File: config.mk
export PLATFORM = sky130hd
export DESIGN_NAME = seg7_char_display
export DESIGN_NICKNAME = d
export VERILOG_FILES = /design/src/rtl/seg7_char_display.sv
export SDC_FILE = /design/constraint.sdc
export NUM_CORES = 1
export LEC_CHECK = 0
export ABC_AREA = 1
export CAP_MARGIN = 20
export CORE_MARGIN = 4
export CORE_UTILIZATION = 30
export CTS_CLUSTER_DIAMETER = 120
export DETAILED_ROUTE_END_ITERATION = 7
export GPL_TIMING_DRIVEN = 1
export PLACE_DENSITY_LB_ADDON = 0.12
export SYNTH_ARGS = -nofsm -noshare
export SYNTH_HDL_FRONTEND = slang
export SYNTH_SLANG_ARGS = --single-unit
File: constraint.sdc
create_clock -name clk -period 2.1 [get_ports clk]
set_clock_uncertainty 0.1 [all_clocks]
set_input_delay 0.21 -clock clk [delete_from_list [all_inputs] [get_ports clk]]
set_output_delay 0.21 -clock clk [all_outputs]
set_load 0.01 [all_outputs]
File: src/rtl/seg7_char_display.sv
// rtl/seg7_char_display.sv - two-character plus receive-count multiplexed 7-segment display
module seg7_char_display #(
    parameter int CLK_HZ   = 100_000_000,
    parameter int DIGIT_HZ = 1_000
) (
    input  logic       clk,
    input  logic       rst_n,
    input  logic [7:0] char1,
    input  logic [7:0] char2,
    input  logic       new_char,
    output logic [6:0] seg,
    output logic       dp,
    output logic [3:0] an
);

    // Cycles spent per digit slot, blanking included.
    localparam int PRESC = CLK_HZ / DIGIT_HZ;
    localparam int PW    = (PRESC > 1) ? $clog2(PRESC) : 1;
    localparam logic [PW-1:0] PRESC_LAST = PW'(PRESC - 1);

    localparam logic [6:0] SEG_BLANK = 7'h7F;
    localparam logic [6:0] SEG_DASH  = 7'b0111111;
    localparam logic [7:0] ASCII_SP  = 8'h20;

    typedef enum logic {
        ST_BLANK = 1'b0,
        ST_DRIVE = 1'b1
    } state_t;

    // Hex nibble to active-low glyph, bit order g..a.
    function automatic logic [6:0] hex_glyph(input logic [3:0] v);
        logic [6:0] g;
        case (v)
            4'h0:    g = 7'b1000000;
            4'h1:    g = 7'b1111001;
            4'h2:    g = 7'b0100100;
            4'h3:    g = 7'b0110000;
            4'h4:    g = 7'b0011001;
            4'h5:    g = 7'b0010010;
            4'h6:    g = 7'b0000010;
            4'h7:    g = 7'b1111000;
            4'h8:    g = 7'b0000000;
            4'h9:    g = 7'b0010000;
            4'hA:    g = 7'b0001000;
            4'hB:    g = 7'b0000011;
            4'hC:    g = 7'b1000110;
            4'hD:    g = 7'b0100001;
            4'hE:    g = 7'b0000110;
            default: g = 7'b0001110;
        endcase
        return g;
    endfunction

    // ASCII to glyph: hex digits in either case, space blanks, anything else is a dash.
    function automatic logic [6:0] ascii_glyph(input logic [7:0] c);
        logic [6:0] g;
        logic [7:0] v;
        v = 8'h00;
        if (c >= 8'h30 && c <= 8'h39) begin
            v = c - 8'h30;
            g = hex_glyph(v[3:0]);
        end else if (c >= 8'h41 && c <= 8'h46) begin
            v = c - 8'h37;
            g = hex_glyph(v[3:0]);
        end else if (c >= 8'h61 && c <= 8'h66) begin
            v = c - 8'h57;
            g = hex_glyph(v[3:0]);
        end else if (c == ASCII_SP) begin
            g = SEG_BLANK;
        end else begin
            g = SEG_DASH;
        end
        return g;
    endfunction

    logic [7:0]    sh1_q, sh1_d;
    logic [7:0]    sh2_q, sh2_d;
    logic [7:0]    cnt_q, cnt_d;
    logic [PW-1:0] presc_q, presc_d;
    logic          tick;

    state_t        state_q;
    logic          bcnt_q;
    logic [1:0]    digit_q;
    logic [6:0]    seg_q;
    logic          dp_q;
    logic [3:0]    an_q;

    logic [6:0]    glyph_cur;
    logic [3:0]    an_cur;

    // Capture next-state: new_char is accepted unconditionally, count wraps naturally.
    always_comb begin
        sh1_d = sh1_q;
        sh2_d = sh2_q;
        cnt_d = cnt_q;
        if (new_char) begin
            sh1_d = char1;
            sh2_d = char2;
            cnt_d = cnt_q + 8'd1;
        end
    end

    // Shadow registers and receive counter.
    always_ff @(posedge clk or negedge rst_n) begin
        if (!rst_n) begin
            sh1_q <= ASCII_SP;
            sh2_q <= ASCII_SP;
            cnt_q <= 8'h00;
        end else begin
            sh1_q <= sh1_d;
            sh2_q <= sh2_d;
            cnt_q <= cnt_d;
        end
    end

    // Free-running slot prescaler; the wrap cycle is the slot tick.
    always_comb begin
        tick    = (presc_q == PRESC_LAST);
        presc_d = tick ? '0 : presc_q + 1'b1;
    end

    // Prescaler register.
    always_ff @(posedge clk or negedge rst_n) begin
        if (!rst_n) begin
            presc_q <= '0;
        end else begin
            presc_q <= presc_d;
        end
    end

    // Glyph and anode pattern for the digit currently selected by the scan.
    always_comb begin
        case (digit_q)
            2'd0:    glyph_cur = ascii_glyph(sh1_q);
            2'd1:    glyph_cur = ascii_glyph(sh2_q);
            2'd2:    glyph_cur = hex_glyph(cnt_q[3:0]);
            default: glyph_cur = hex_glyph(cnt_q[7:4]);
        endcase
        an_cur = ~(4'b0001 << digit_q);
    end

    // Scan FSM: two blank cycles before every digit to suppress ghosting, outputs registered.
    always_ff @(posedge clk or negedge rst_n) begin
        if (!rst_n) begin
            state_q <= ST_BLANK;
            bcnt_q  <= 1'b0;
            digit_q <= 2'd0;
            seg_q   <= SEG_BLANK;
            dp_q    <= 1'b1;
            an_q    <= 4'b1111;
        end else begin
            case (state_q)
                ST_BLANK: begin
                    if (bcnt_q) begin
                        state_q <= ST_DRIVE;
                        bcnt_q  <= 1'b0;
                        an_q    <= an_cur;
                        seg_q   <= glyph_cur;
                        dp_q    <= (digit_q != 2'd2);
                    end else begin
                        bcnt_q  <= 1'b1;
                        an_q    <= 4'b1111;
                        seg_q   <= SEG_BLANK;
                        dp_q    <= 1'b1;
                    end
                end
                default: begin
                    if (tick) begin
                        state_q <= ST_BLANK;
                        bcnt_q  <= 1'b0;
                        digit_q <= digit_q + 2'd1;
                        an_q    <= 4'b1111;
                        seg_q   <= SEG_BLANK;
                        dp_q    <= 1'b1;
                    end else begin
                        an_q    <= an_cur;
                        seg_q   <= glyph_cur;
                        dp_q    <= (digit_q != 2'd2);
                    end
                end
            endcase
        end
    end

    assign seg = seg_q;
    assign dp  = dp_q;
    assign an  = an_q;

endmodule

==> flow_summary.toml <==
[timing]
min_period_ns = 1.95
timing.final.ws_setup_ns = 0.154
post-route-period-util_pct = 92.7
setup_viol = 0
tightest_slew_ns = 0.463
rsz0062_at_grt = "false"
drv_slew = 0
clock.fmax_mhz = 514
slew-limit-headroom_pct = 68.8
holdWs_ns = 0.323
finalHoldViolations = 0
fin_setup_tns_ns = 0

[placed_design]
dp_hpwl_um = 8110
io_buffers = 30
dpl-instance-area_um2 = 4760
dp_slack_ns = 0.155
globalplace.congestion = 0.889

[global_routing]
grt_pass1_wl_um = 18600
grt_overflow = 0
grt_use_met1_pct = 17.4
grt_max_degree = 57
grt_use_met3_pct = 2.65
grt_pass1_vias = 3969
met2_usage_pct = 24.7
grt_usage_pct = 14.0
antenna_found_initial = 0
busiest_layer = "met2"

[layout]
fill_cells = 1430
area_delta_synth_final_pct = 17.2
drive_above_1_share_pct = 8.86
diodes = 0
postLayoutCellArea_um2 = 4950
final_common_cell = "nand2_1"
ff_latch_area_um2 = 1420
layout_common_cells = "nand2_1, inv_1, nand3_1, nor2_1, o21ai_0"
multi_input_area_um2 = 2440
nets = 696

[yosys]
netlist_top_cells_area = "dfrtp_1, nand2_1, ha_1"
yosysWarnings = 0
synth_area_leader_cell = "dfrtp_1"
synth-edff-count = 0
synth_ff_type = "dfrtp_1"
ys_ff_latch = 56
avgSynthCellArea_um2 = 6.95
synth.net_count = 661
yosysTopAreaCellShare_pct = 25.5
yosysSeqAreaShare_pct = 33.6
ys_types = 34
syn_inst = 607
async_flop_share_pct = 100
synth.cell_area_um2 = 4220

[worst_setup_path]
cp.required_ns = 2.24
endpoint_kind = "flip-flop"
path_class = "flip-flop to flip-flop"
critical_path_peak_fanout = 7
worst-endpoint-arrival_ns = 2.09
start_kind = "flip-flop"
reg2reg_slack_ns = 0.15

[floorplanning]
die_width_um = 127
std_cell_rows = 43
die_h_um = 127
start_util_pct = 30.5
fp.coreArea_um2 = 13800
floorplan.die_area_um2 = 16000
top_level_ports = 31

[run_status]
status = "completed"

[drt]
drcViolationCount = 0
drt_wl_total_um = 10700
drt_iter0_markers = 338
num_vias = 3907
ant_nets = 0
wl_per_cell_um = 13.0
first_pass_iters = 5
viasPerCell = 4.75

[cts]
clock-sinks = 56
worst_skew_pair.late_latency_ns = 0.31
cts_root_buffer = "clkbuf_16"
cts_buffers = 5
cts_tree = "done"
post_cts.repair.setup_buffers = 0
max-clock-path-buffers = 2
htree_levels = 2
path_clk_slew_ns = 0.08

[pwr]
ir_worst_vdd_uv = 317
p_per_area_nw_per_um2 = 722
leakagePower_nw = 2.38
total_power_mw = 3.57

[hold_path]
hp-class = "input port to flip-flop"

[flow_run]
cap_violations = 0
==> registers in the layout, summed over array words and instances (netlist names), 2 cells and up <==
name     flops
presc_q     17
cnt_q        8
sh1_q        8
sh2_q        8
seg          7
an           3
digit_q      2
==> critical path, stage by stage, from the launching register on <==
cell and delay (ns):
dfrtp_1 0.45, ha_1 0.27, ha_2 0.38, inv_1 0.07, o21ai_0 0.07, nand2_1 0.07, nand2_1 0.06, nand3_1 0.09
nand2_1 0.09, nand3_1 0.09, nand2_1 0.07, nand2_1 0.05
==> synth_stat cells, types with 3 or more instances <==
cell type / count
inv_2: 4
nor2_2: 4
nor3_1: 11
nand2_2: 5
ha_1: 35
o211ai_1: 6
nand4_1: 8
inv_1: 69
nand3_1: 61
dfrtp_1: 43
nand3b_1: 6
nor4_1: 4
xor2_1: 15
buf_2: 7
buf_1: 3
o21ai_0: 45
a21oi_1: 12
nand2_1: 178
nor2_1: 60
dfstp_2: 13
==> report_power, final <==
part	internal [mW]	total (mW)	leakage [nW]	switching, mW
registers	1.20	1.38	0.672	0.180
clock network	0.571	1.01	0.0857	0.439
logic	0.446	1.18	1.62	0.735
==> area by class of cell <==
type | count | area share [%]
tap | 180 | 4.55
clock buffer | 5 | 2.53
timing repair buffer | 43 | 8.24
multi-input combinational | 461 | 49.3
inverter | 75 | 5.74
clock inverter | 3 | 0.936
sequential | 56 | 28.7
==> cells by family (layout without fill, tap and decap cells) <==
| group | after synthesis | count (layout) | share of synthesized area [%] |
|---|---|---|---|
| AND/OR/NAND/NOR | 341 | 341 | 34.9 |
| buffers and inverters | 90 | 126 | 8.80 |
| AO/OA/AOI/OAI | 70 | 70 | 9.25 |
| flip-flops | 56 | 56 | 33.6 |
| adder cells (fa/ha/maj) | 35 | 35 | 10.4 |
| XOR/XNOR | 15 | 15 | 3.11 |
==> per-layer routing <==
| layer | routed length [um] | part of all wire, % |
|---|---|---|
| met4 | 192 | 1.8 |
| met5 | 0 | 0 |
| met3 | 338 | 3.2 |
| met2 | 5180 | 49 |
| met1 | 4950 | 46 |
==> metrics by stage <==
step | instances | util (%)
4_1_cts | 823 | 35.7
3_3_place_gp | 814 | 34.4
3_5_place_dp | 814 | 34.4
6_report | 823 | 35.8
2_1_floorplan | 607 | -
5_1_grt | 823 | 35.8
==> timing repair <==
| item | in CTS | in global routing |
|---|---|---|
| endpoints found under the setup margin | 0 | 4 |
| hold buffers | 1 | 0 |
| hold endpoints to repair | 43 | 0 |
| resized for setup | 0 | 4 |
==> final timing paths <==
path | startpoint | cells past startpoint | end
max | sh1_q[0] | 11 | seg[3]
min | char2[5] | 3 | sh2_q[5]
max reg2reg | sh1_q[0] | 11 | seg[3]
min reg2reg | presc_q[0] | 1 | presc_q[0]
max in group asynchronous | rst_n | 3 | seg[5]
min in group asynchronous | rst_n | 3 | sh1_q[7]
(Power assumes the default switching activity.)
==> RTL edit: new RTL, same flow settings <==
The parameter `DIGIT_HZ` goes from 1_000 to 2_000.
--- a/src/rtl/seg7_char_display.sv
+++ b/src/rtl/seg7_char_display.sv
@@ -1,7 +1,7 @@
 // rtl/seg7_char_display.sv - two-character plus receive-count multiplexed 7-segment display
 module seg7_char_display #(
     parameter int CLK_HZ   = 100_000_000,
-    parameter int DIGIT_HZ = 1_000
+    parameter int DIGIT_HZ = 2_000
 ) (
     input  logic       clk,
     input  logic       rst_n,
Formal check against the unedited RTL: same outputs for any inputs over 10 cycles, from zero or initial values and one cycle with rst_n low; that may be too few to reach the edited logic, so the function may still have changed.
==> RTL edit against the original RTL <==
- cell count down 1.9%
- die area up 0.53%
- synthesized cell count down 2.6%
- area after synthesis up 0.56%
- design area up 0.20%
- routed wire length down 4.0%
- sequential cell count down 1
- critical path depth unchanged
- worst setup slack better by 0.028 ns
- sequential share of layout area down 0.56 points
- first-iteration DRC count down 17%
- non-clock buffer count unchanged
- total power down 0.78%
==> RTL edit: results <==
{
  "status": "completed",
  "combinationalPowerShare": 0.378,
  "synth_common_cells": "nand2_1 (168), inv_1 (61), nand3_1 (61)",
  "drive_above_1_share": 0.129,
  "crit_fanout": 6,
  "clk_share": 0.0293,
  "rrSetupSlack_ns": 0.18,
  "cp-endpoint": "seg[0]",
  "multi_input_area_sq_um": 2500,
  "place_hpwl_um": 7890,
  "fill_cells": 1511,
  "grt_pass1_vias": 3778,
  "register_area_sq_um": 1390,
  "power.switching_uw": 1420,
  "p_int_uw": 2130,
  "grt_use_met2": 0.217,
  "multiInputCombCellCount": 446,
  "syn_area_per_cell_sq_um": 7.18,
  "p_leak_uw": 0.00235,
  "fin_nets": 680,
  "syn-num-nets": 645,
  "detailed_place.area_sq_um": 4780,
  "place_worst_setup_slack_ns": 0.109,
  "grt_util_all_layers": 0.134,
  "wl_met3_um": 332,
  "grt_max_degree": 56,
  "use_met3": 0.0236,
  "ys_seq_area_frac": 0.328,
  "place.gp.congestion": 0.871,
  "grt_use_met1": 0.187,
  "grt_pass1_wl_um": 17900,
  "buf_share": 0.0823,
  "clock_power_share": 0.244,
  "cp.arrival_ns": 2.05,
  "drt-met1-wl_um": 5170,
  "nClkBuffers": 6,
  "startpoint": "sh2_q[0]"
}
RTL edit: cell count changes after synthesis, sizes merged, moves of 2 or more:
cell,delta
nand2,-5
inv,-2
nor3,-5
clkbuf,+3
a21oi,+12
nor2,-15
clkinv,+2
a211oi,-2
nand3,+5
buf,-3
o21ai,-6
nand3b,-2
xor2,-2
RTL edit: cell families (layout without fill, tap and decap cells):
family / count (synthesis) / in the layout / synth area share
buffers and inverters: 90 / 126 / 0.0890
DFF: 55 / 55 / 0.328
muxes: 1 / 1 / 0.00236
and+or+nand+nor: 322 / 322 / 0.352
xor gates and xnor gates: 13 / 13 / 0.0268
adders and majority gates: 35 / 35 / 0.103
AOI/OAI and AO/OA: 75 / 75 / 0.0984
RTL edit: per-stage QoR:
step | util | std cells | hold WS (ns)
detailed placement | 0.344 | 798 | 0.143
finish | 0.357 | 807 | 0.327
floorplan | - | 591 | -0.186
CTS | 0.355 | 807 | 0.317
global placement | 0.344 | 798 | 0.140
global route | 0.357 | 807 | 0.367
